--- src/rtl/counter_pkg.sv ---
// Shared mode and FSM state encodings for the mode_counter block.
package counter_pkg;

  typedef enum logic [1:0] {
    MODE_WRAP    = 2'b00,
    MODE_SAT     = 2'b01,
    MODE_ONESHOT = 2'b10,
    MODE_RSVD    = 2'b11
  } mode_e;

  typedef enum logic {
    ST_RUN  = 1'b0,
    ST_HALT = 1'b1
  } state_e;

endpackage

--- src/rtl/tick_gen.sv ---
// Prescaler: counts 0..PRESCALE-1 while enabled and flags the last count as a tick.
module tick_gen #(
  parameter int PRESCALE = 1
) (
  input  logic slowclk,
  input  logic rst_n,
  input  logic en,
  input  logic clr,
  output logic tick
);

  localparam int CW = (PRESCALE > 1) ? $clog2(PRESCALE) : 1;
  localparam logic [CW-1:0] LAST = CW'(PRESCALE - 1);

  logic [CW-1:0] cnt_q, cnt_d;

  assign tick = en && (cnt_q == LAST);

  always_comb begin
    cnt_d = cnt_q;
    if (clr)       cnt_d = '0;
    else if (tick) cnt_d = '0;
    else if (en)   cnt_d = cnt_q + 1'b1;
  end

  always_ff @(posedge slowclk or negedge rst_n) begin
    if (!rst_n) cnt_q <= '0;
    else        cnt_q <= cnt_d;
  end

endmodule

--- src/rtl/mode_counter.sv ---
// Prescaled up/down counter with wrap, saturate and one-shot modes.
module mode_counter
  import counter_pkg::*;
#(
  parameter int WIDTH    = 8,
  parameter int PRESCALE = 1
) (
  input  logic             slowclk,
  input  logic             rst_n,
  input  logic [WIDTH-1:0] sw_in,
  input  logic             load,
  input  logic             en,
  input  logic             dir,
  input  logic [1:0]       mode,
  output logic [WIDTH-1:0] sw_out,
  output logic             tc,
  output logic             done
);

  state_e           state_q, state_d;
  logic [WIDTH-1:0] cnt_q, cnt_d, term, stepped;
  logic             tc_q, tc_d, step;

  // HALT freezes the prescaler by withholding its enable.
  tick_gen #(.PRESCALE(PRESCALE)) u_tick (
    .slowclk (slowclk),
    .rst_n   (rst_n),
    .en      (en && (state_q == ST_RUN)),
    .clr     (load),
    .tick    (step)
  );

  always_comb begin
    term    = dir ? '1 : '0;
    stepped = dir ? cnt_q + 1'b1 : cnt_q - 1'b1;
    cnt_d   = cnt_q;
    state_d = state_q;
    tc_d    = 1'b0;
    if (load) begin
      cnt_d   = sw_in;
      state_d = ST_RUN;
    end else if (step) begin
      case (mode_e'(mode))
        MODE_SAT: begin
          if (cnt_q != term) begin
            cnt_d = stepped;
            tc_d  = (stepped == term);
          end
        end
        MODE_ONESHOT: begin
          cnt_d = stepped;
          tc_d  = (stepped == term);
          if (stepped == term) state_d = ST_HALT;
        end
        default: begin
          cnt_d = stepped;
          tc_d  = (stepped == term);
        end
      endcase
    end
  end

  always_ff @(posedge slowclk or negedge rst_n) begin
    if (!rst_n) begin
      cnt_q   <= '0;
      tc_q    <= 1'b0;
      state_q <= ST_RUN;
    end else begin
      cnt_q   <= cnt_d;
      tc_q    <= tc_d;
      state_q <= state_d;
    end
  end

  assign sw_out = cnt_q;
  assign tc     = tc_q;
  assign done   = (state_q == ST_HALT);

endmodule

--- config.mk ---
export PLATFORM = sky130hd
export DESIGN_NAME = mode_counter
export DESIGN_NICKNAME = d
export VERILOG_FILES = /design/src/rtl/counter_pkg.sv /design/src/rtl/tick_gen.sv /design/src/rtl/mode_counter.sv
export SDC_FILE = /design/constraint.sdc
export NUM_CORES = 1
export LEC_CHECK = 0
export ABC_AREA = 1
export BUFFER_PORTS_ARGS = -buffer_cell sky130_fd_sc_hd__buf_2
export CORE_MARGIN = 8
export CORE_UTILIZATION = 45
export DETAILED_ROUTE_END_ITERATION = 12
export GPL_ROUTABILITY_DRIVEN = 1
export PLACE_DENSITY = 0.82
export SYNTH_ARGS = -nofsm -noshare
export SYNTH_HDL_FRONTEND = slang
export SYNTH_SLANG_ARGS = --single-unit
--- constraint.sdc ---
create_clock -name slowclk -period 1.62 [get_ports slowclk]
set_input_delay 0 -clock slowclk [delete_from_list [all_inputs] [get_ports slowclk]]
set_output_delay 0 -clock slowclk [all_outputs]
set_load 0.02 [all_outputs]
==> impl_metrics.csv, run 1 <==
group,metric,value,unit
synth,synthFlopType,"dfrtp_1",
power,internal-power,0.855,mW
setup_path,path_buf_inv,1,
setup_path,critPathLaunch,"sw_out[1]",
cells_and_area,fillCellCount,147,
die,die_area,4020,µm²
synth,synth_seq_area_share,27.3,%
die,rows,17,
cts,cts_root_buf,"clkbuf_4",
synth,synth.area.top_cells,"dfrtp_1 27%, nand2_1 17%, nand3_1 7.9%, ha_1 7.4%, inv_1 5.9%",
setup_path,slowest_delay,440,ps
power,seqPwrFrac,22.2,%
die,start_util,46.5,%
synth,yosysTopAreaCellShare,27.3,%
synth,synth_cells,149,
synth,synth_edf_count,0,
detailed_routing,finalWirelength,4140,µm
power,p_per_area,965,nW/µm²
cts,cts_tree,"yes",
setup_path,cp-end-kind,"flop",
setup_path,cp_max_fo,3,
cts,numCtsBuffers,3,
sta,fin_skew,3.38,ps
sta,post-route-period-util,126,%
cts,cts_num_sinks,11,
setup_path,crit_family,"simple AND/OR/NAND/NOR gates",
die,die_h,63.4,µm
placement,place_inst,217,
power,pwr-share-comb,64.6,%
detailed_routing,ant_nets,0,
detailed_routing,first_pass_iters,4,
flow_run,max_cap_violations,0,
global_routing,grt_usage,15.9,%
power,switching_share,45.5,%
power,power_frac_clock,13.2,%
sta,rsz0062_at_grt,"yes",
detailed_routing,viasPerCell,5.72,
cts,htreeDepth,1,
global_routing,grt_pass1_vias,1241,
global_routing,grt_overflow,0,
sta,relSlewSlack,74.6,%
power,vdd_drop_max,0.662,mV
setup_path,cp.required,1820,ps
cells_and_area,drive_above_1_share,47.1,%
global_routing,antenna_found_initial,0,
cts,cts.clk_slew.worst_paths,80,ps
sta,report.final.slew_viol_count,0,
placement,pre_cts_ws,-159,ps
sta,layout_setup_ws,-417,ps
setup_path,r2r_slack,-420,ps
synth,synth_most_common_cell,"nand2_1",
global_routing,grt_first_pass_wirelength,5400,µm
cts,clkLatencyLatePin,280,ps
cells_and_area,final_cells,234,
synth,syn_nets,171,
synth,synth_warnings,0,
synth,synth.distinct_cells,26,
setup_path,path_depth,13,
setup_path,path_class,"reg2reg",
placement,gp_congestion,0.847,
setup_path,worst_ep_arrival_time,2240,ps
setup_path,slowest_stage,"dfrtp_2",
sta,setup_viol,10,
detailed_routing,route.detailed.drc,0,
synth,synth_area,1010,µm²
die,ios,25,
synth,yosys.area.top_type,"dfrtp_1",
hold_path,hp-start,"load",
setup_path,cp_common_cell,"nand2_1",
detailed_routing,drt_iter0_drc,86,
cells_and_area,nNetsFinal,229,
die,fp.dieW,63.4,µm
sta,worst_pin_slew,377,ps
setup_path,r2r_cells,13,
power,cellLeakagePower,0.805,nW
run_status,status,"finished with violations",
setup_path,crit_chain,"buf_6, ha_4, nand3_2, nand3_2, nand2_2, nand2_1, nand2_1, nand2_1, nor2_1, nand2_1, nand2_2, nand2_1, nor2_1",
detailed_routing,num_vias,1339,
sta,fmax,491,MHz
hold_path,hold_path_depth,2,
sta,hold_viol,0,
sta,min_period,2040,ps
die,coreArea,2170,µm²
cells_and_area,area_delta_synth_final,60.8,%
placement,numPortBuffers,24,
synth,synth-seq-cells,11,
sta,whs,14.4,ps
placement,dp_hpwl,2400,µm
cells_and_area,n_antenna_cell,0,
cts,clk_path_buf_depth,2,
setup_path,reg2reg_from,"sw_out[1]",
synth,async_flop_share,100,%
synth,synth_common_cells,"47 x nand2_1, 16 x inv_1, 16 x nand3_1, 15 x nor2_1, 11 x dfrtp_1",
global_routing,grt_max_degree,12,
setup_path,start_kind,"flop",
synth,synth_area_per_cell,6.78,µm²
power,switching_power,0.713,mW
run_status,failed_checks,"setup timing",
hold_path,min-delay-path-class,"in2reg",
detailed_routing,avgRoutedWirePerCell,17.7,µm
power by group through the flow:
stage	registers, mW	clock network, mW	logic [mW]
after global routing	0.351	0.225	1.08
after CTS	0.345	0.198	0.855
final	0.348	0.207	1.01
after detailed placement	0.350	0	0.821
after floorplan	0.402	0	0.457
after global placement	0.348	0	0.790
placed cells by master, fill, tap and decap left out, drive strengths merged:
cell type    netlist  final
nand2             52     52
buf                2     48
nand3             20     20
inv               17     16
nor2              16     16
dfrtp             11     11
dlygate4sd3        0      7
ha                 6      6
xor2               5      5
a21oi              5      5
clkbuf             0      4
o211ai             3      3
o21ai              3      3
or2                2      2
o22ai              2      2
a31oi              2      2
clkinvlp           0      1
and3               1      1
nor3b              1      1
fa                 1      1
layer usage:
metal  vias up  global-route usage (%)  part of all wire, %
li1        600                       -                    -
met1       632                    18.2                   36
met2        84                    28.4                   52
met3        23                    3.00                  7.9
met4         0                    6.13                  4.1
met5         -                       0                    0
final timing paths:
check,endpoint
worst max-delay path,tc
worst min-delay path,done
worst max register to register,tc
worst min register to register,done
max in group asynchronous,sw_out[1]
min in group asynchronous,sw_out[2]
repair_timing:
item | 4_1_cts | 5_1_grt
buffers inserted | 1 | 5
pin swaps | 3 | 2
endpoints found under the setup margin | 10 | 10
hold buffers | 7 | 0
gates resized for setup | 5 | 23
hold endpoints to repair | 17 | 0
final cells by class:
cell class | instances | area (µm²) | area share, %
Clock buffer | 4 | 26.3 | 1.62
Inverter | 17 | 70.1 | 4.31
Multi-Input combinational cell | 119 | 827 | 50.9
Sequential cell | 11 | 279 | 17.2
Tap cell | 28 | 35.0 | 2.16
Timing Repair Buffer | 55 | 387 | 23.8
registers in the layout, indices dropped and copies added, names as in the netlist:
signal,flops
u_tick.cnt_q,1
tc,1
done,1
sw_out,8
per-stage QoR:
stage               total power [mW]  cell area (µm²)  setup TNS [ps]  util (%)
floorplan                      0.859             1090           -25.0         -
global placement                1.14             1370            -120      63.3
detailed placement              1.17             1370            -665      63.3
CTS                             1.40             1490           -1020      68.7
global route                    1.66             1620           -3030      74.9
finish                          1.57             1620           -2330      74.9
worst reg2reg max path, stage by stage (launching register included):
cell     delay [ps]
dfrtp_2         440
buf_6           130
ha_4            240
nand3_2          70
nand3_2         110
nand2_2         100
nand2_1         100
nand2_1         110
nand2_1          80
nor2_1          150
nand2_1         110
nand2_2         100
nand2_1          80
nor2_1          140
logic make-up (layout without fill, tap and decap cells):
logic type               Yosys count  after routing  synth area share [%]
AND/OR/NAND/NOR                   92             92                  41.3
AO/OA/AOI/OAI                     15             15                  9.42
XOR/XNOR                           5              5                  5.08
buffers and inverters             19             76                  7.56
adder cells (fa/ha/maj)            7              7                  9.42
flip-flops                        11             11                  27.3
(Power assumes the default switching activity.)
==> inputs of run 2 (changes only) <==
==> constraint.sdc (replaced) <==
create_clock -name slowclk -period 1.62 [get_ports slowclk]
set_input_delay 0.081 -clock slowclk [delete_from_list [all_inputs] [get_ports slowclk]]
set_output_delay 0.081 -clock slowclk [all_outputs]
set_load 0.02 [all_outputs]
==> run 2 against run 1 <==
Effect of this change: the flow still finishes with violations (setup timing); combinational power hardly changed; sequential share of layout area is 0.82 points higher; total power is 1.7% lower; die area stayed put; critical endpoint is now sw_out[7]; critical path depth is 1 lower; clock-buffer cell count stayed put; clock skew is 0.64 ps higher; worst hold slack worse by 2.5 ps.
==> impl_metrics.csv, run 2 (synthesized netlist as in run 1, its figures left out) <==
group,metric,value,unit
cts,clk_path_buf_depth,2,
setup_path,path_buf_inv,3,
setup_path,slowest_stage,"dfrtp_1",
global_routing,grt_overflow,0,
detailed_routing,viasPerCell,5.60,
die,start_util,46.5,%
run_status,status,"finished with violations",
sta,setup_viol,10,
power,vdd_drop_max,0.655,mV
detailed_routing,num_vias,1260,
die,coreArea,2170,µm²
cells_and_area,area_delta_synth_final,52.8,%
die,fp.dieW,63.4,µm
global_routing,grt_max_degree,12,
cells_and_area,final_common_cell,"nand2_1",
detailed_routing,ant_nets,0,
cts,cts.clk_slew.worst_paths,80,ps
power,switching_power,0.696,mW
flow_run,max_cap_violations,0,
detailed_routing,drt_iter0_drc,87,
sta,post-route-period-util,118,%
cells_and_area,post-route-util,71.1,%
sta,report.final.slew_viol_count,0,
detailed_routing,route.detailed.drc,0,
placement,dp_hpwl,2430,µm
sta,fin_skew,4.02,ps
die,die_area,4020,µm²
cts,htreeDepth,1,
cts,cts_root_buf,"clkbuf_4",
cells_and_area,largest_register_ffs,8,
detailed_routing,first_pass_iters,5,
placement,numPortBuffers,24,
setup_path,path_class,"reg2reg",
cells_and_area,nNetsFinal,220,
setup_path,cp.required,1820,ps
power,pwr-share-comb,64.0,%
global_routing,grt_usage,14.9,%
cts,cts_tree,"yes",
run_status,failed_checks,"setup timing",
power,internal-power,0.845,mW
cells_and_area,final_cell_mix,"39 x nand2_1, 24 x buf_2, 20 x buf_4",
sta,worst_pin_slew,451,ps
hold_path,min-delay-path-class,"in2reg",
die,rows,17,
sta,relSlewSlack,69.6,%
detailed_routing,avgRoutedWirePerCell,16.1,µm
sta,whs,11.9,ps
sta,fmax,523,MHz
power,seqPwrFrac,22.7,%
cells_and_area,final_cells,225,
setup_path,cp_max_fo,7,
detailed_routing,finalWirelength,3620,µm
power,cellLeakagePower,0.768,nW
die,ios,25,
placement,gp_congestion,0.840,
cts,clkLatencyLatePin,280,ps
power,p_per_area,999,nW/µm²
sta,min_period,1910,ps
setup_path,slowest_delay,410,ps
global_routing,grt_pass1_vias,1199,
setup_path,start_kind,"flop",
sta,rsz0062_at_grt,"yes",
setup_path,worst_ep_arrival_time,2110,ps
cells_and_area,n_antenna_cell,0,
global_routing,grt_first_pass_wirelength,5000,µm
sta,layout_setup_ws,-292,ps
power,switching_share,45.2,%
sta,hold_viol,0,
setup_path,cp-end-kind,"flop",
setup_path,crit_family,"simple AND/OR/NAND/NOR gates",
cts,cts_num_sinks,11,
sta,setup_tns,-2260,ps
setup_path,crit_chain,"ha_4, buf_4, nand2_2, inv_2, nand3_1, nor2_1, nand3_2, nand2_4, nand2_8, inv_4, nand2_1, o211ai_1",
cts,numCtsBuffers,3,
cells_and_area,fillCellCount,170,
power,power_frac_clock,13.3,%
placement,place_inst,218,
global_routing,antenna_found_initial,0,
cells_and_area,drive_above_1_share,47.7,%
die,die_h,63.4,µm
-- run 2: changes by cell type in the layout (fill, tap and decap cells not counted), moves of 2 or more --
cell           change
buf_4              -2
dlygate4sd3_1      -6
nor2_2             +2
xor2_1             -2
xor2_2             +2
-- run 2: through the flow --
| step | power [mW] | area (µm²) | setup slack (ps) |
|---|---|---|---|
| floorplan | 0.857 | 1080 | -76.0 |
| global placement | 1.15 | 1380 | -111 |
| detailed placement | 1.19 | 1380 | -163 |
| CTS | 1.40 | 1420 | -144 |
| global route | 1.63 | 1540 | -362 |
| finish | 1.54 | 1540 | -292 |
-- run 2: path summary, 6_finish.rpt --
kind / cells after the start / from / to / slack, ps
hold / removal: 3 / sw_in[0] / sw_out[0] / 10
hold reg to reg: 1 / u_tick.cnt_q / u_tick.cnt_q / 570
min in group asynchronous: 2 / rst_n / tc / 210
setup reg to reg: 12 / sw_out[2] / sw_out[7] / -290
max in group asynchronous: 2 / rst_n / sw_out[0] / 1170
setup / recovery: 12 / sw_out[2] / sw_out[7] / -290
-- run 2: tightest hold or removal path: cells and delay by family --
family	cells	cell delay (ps)
simple gates	1	40
compound gates	1	50
buf+inv	1	80
-- run 2: power by group through the flow --
stage                     sequential (mW)  combinational, mW  clock [mW]
after floorplan                     0.400              0.456           0
after global placement              0.349              0.799           0
after detailed placement            0.350              0.839           0
after CTS                           0.345              0.852       0.201
after global routing                0.353               1.07       0.210
final                               0.350              0.987       0.204
-- run 2: area by class of cell --
type	instances	area, µm²	area share [%]
multi-input cells	119	833	54.0
clock buffers	4	26.3	1.70
inverters	17	70.1	4.54
flip-flops and latches	11	278	18.0
well taps	28	35.0	2.27
repair buffers	46	300	19.5
-- run 2: repair_timing --
| item | in CTS | in global routing |
|---|---|---|
| endpoints found under the setup margin | 10 | 10 |
| setup buffers | 0 | 2 |
| pin swaps | 2 | 5 |
| hold endpoints to repair | 11 | 0 |
| gates resized for setup | 3 | 26 |
| hold buffers | 1 | 0 |
-- run 2: routing by layer --
metal	part of all wire, %	wire length, µm	track usage, %
met5	0	0	0
met1	40	1450	15.3
met4	3.1	112	7.52
met2	51	1860	28.1
met3	5.6	202	2.30
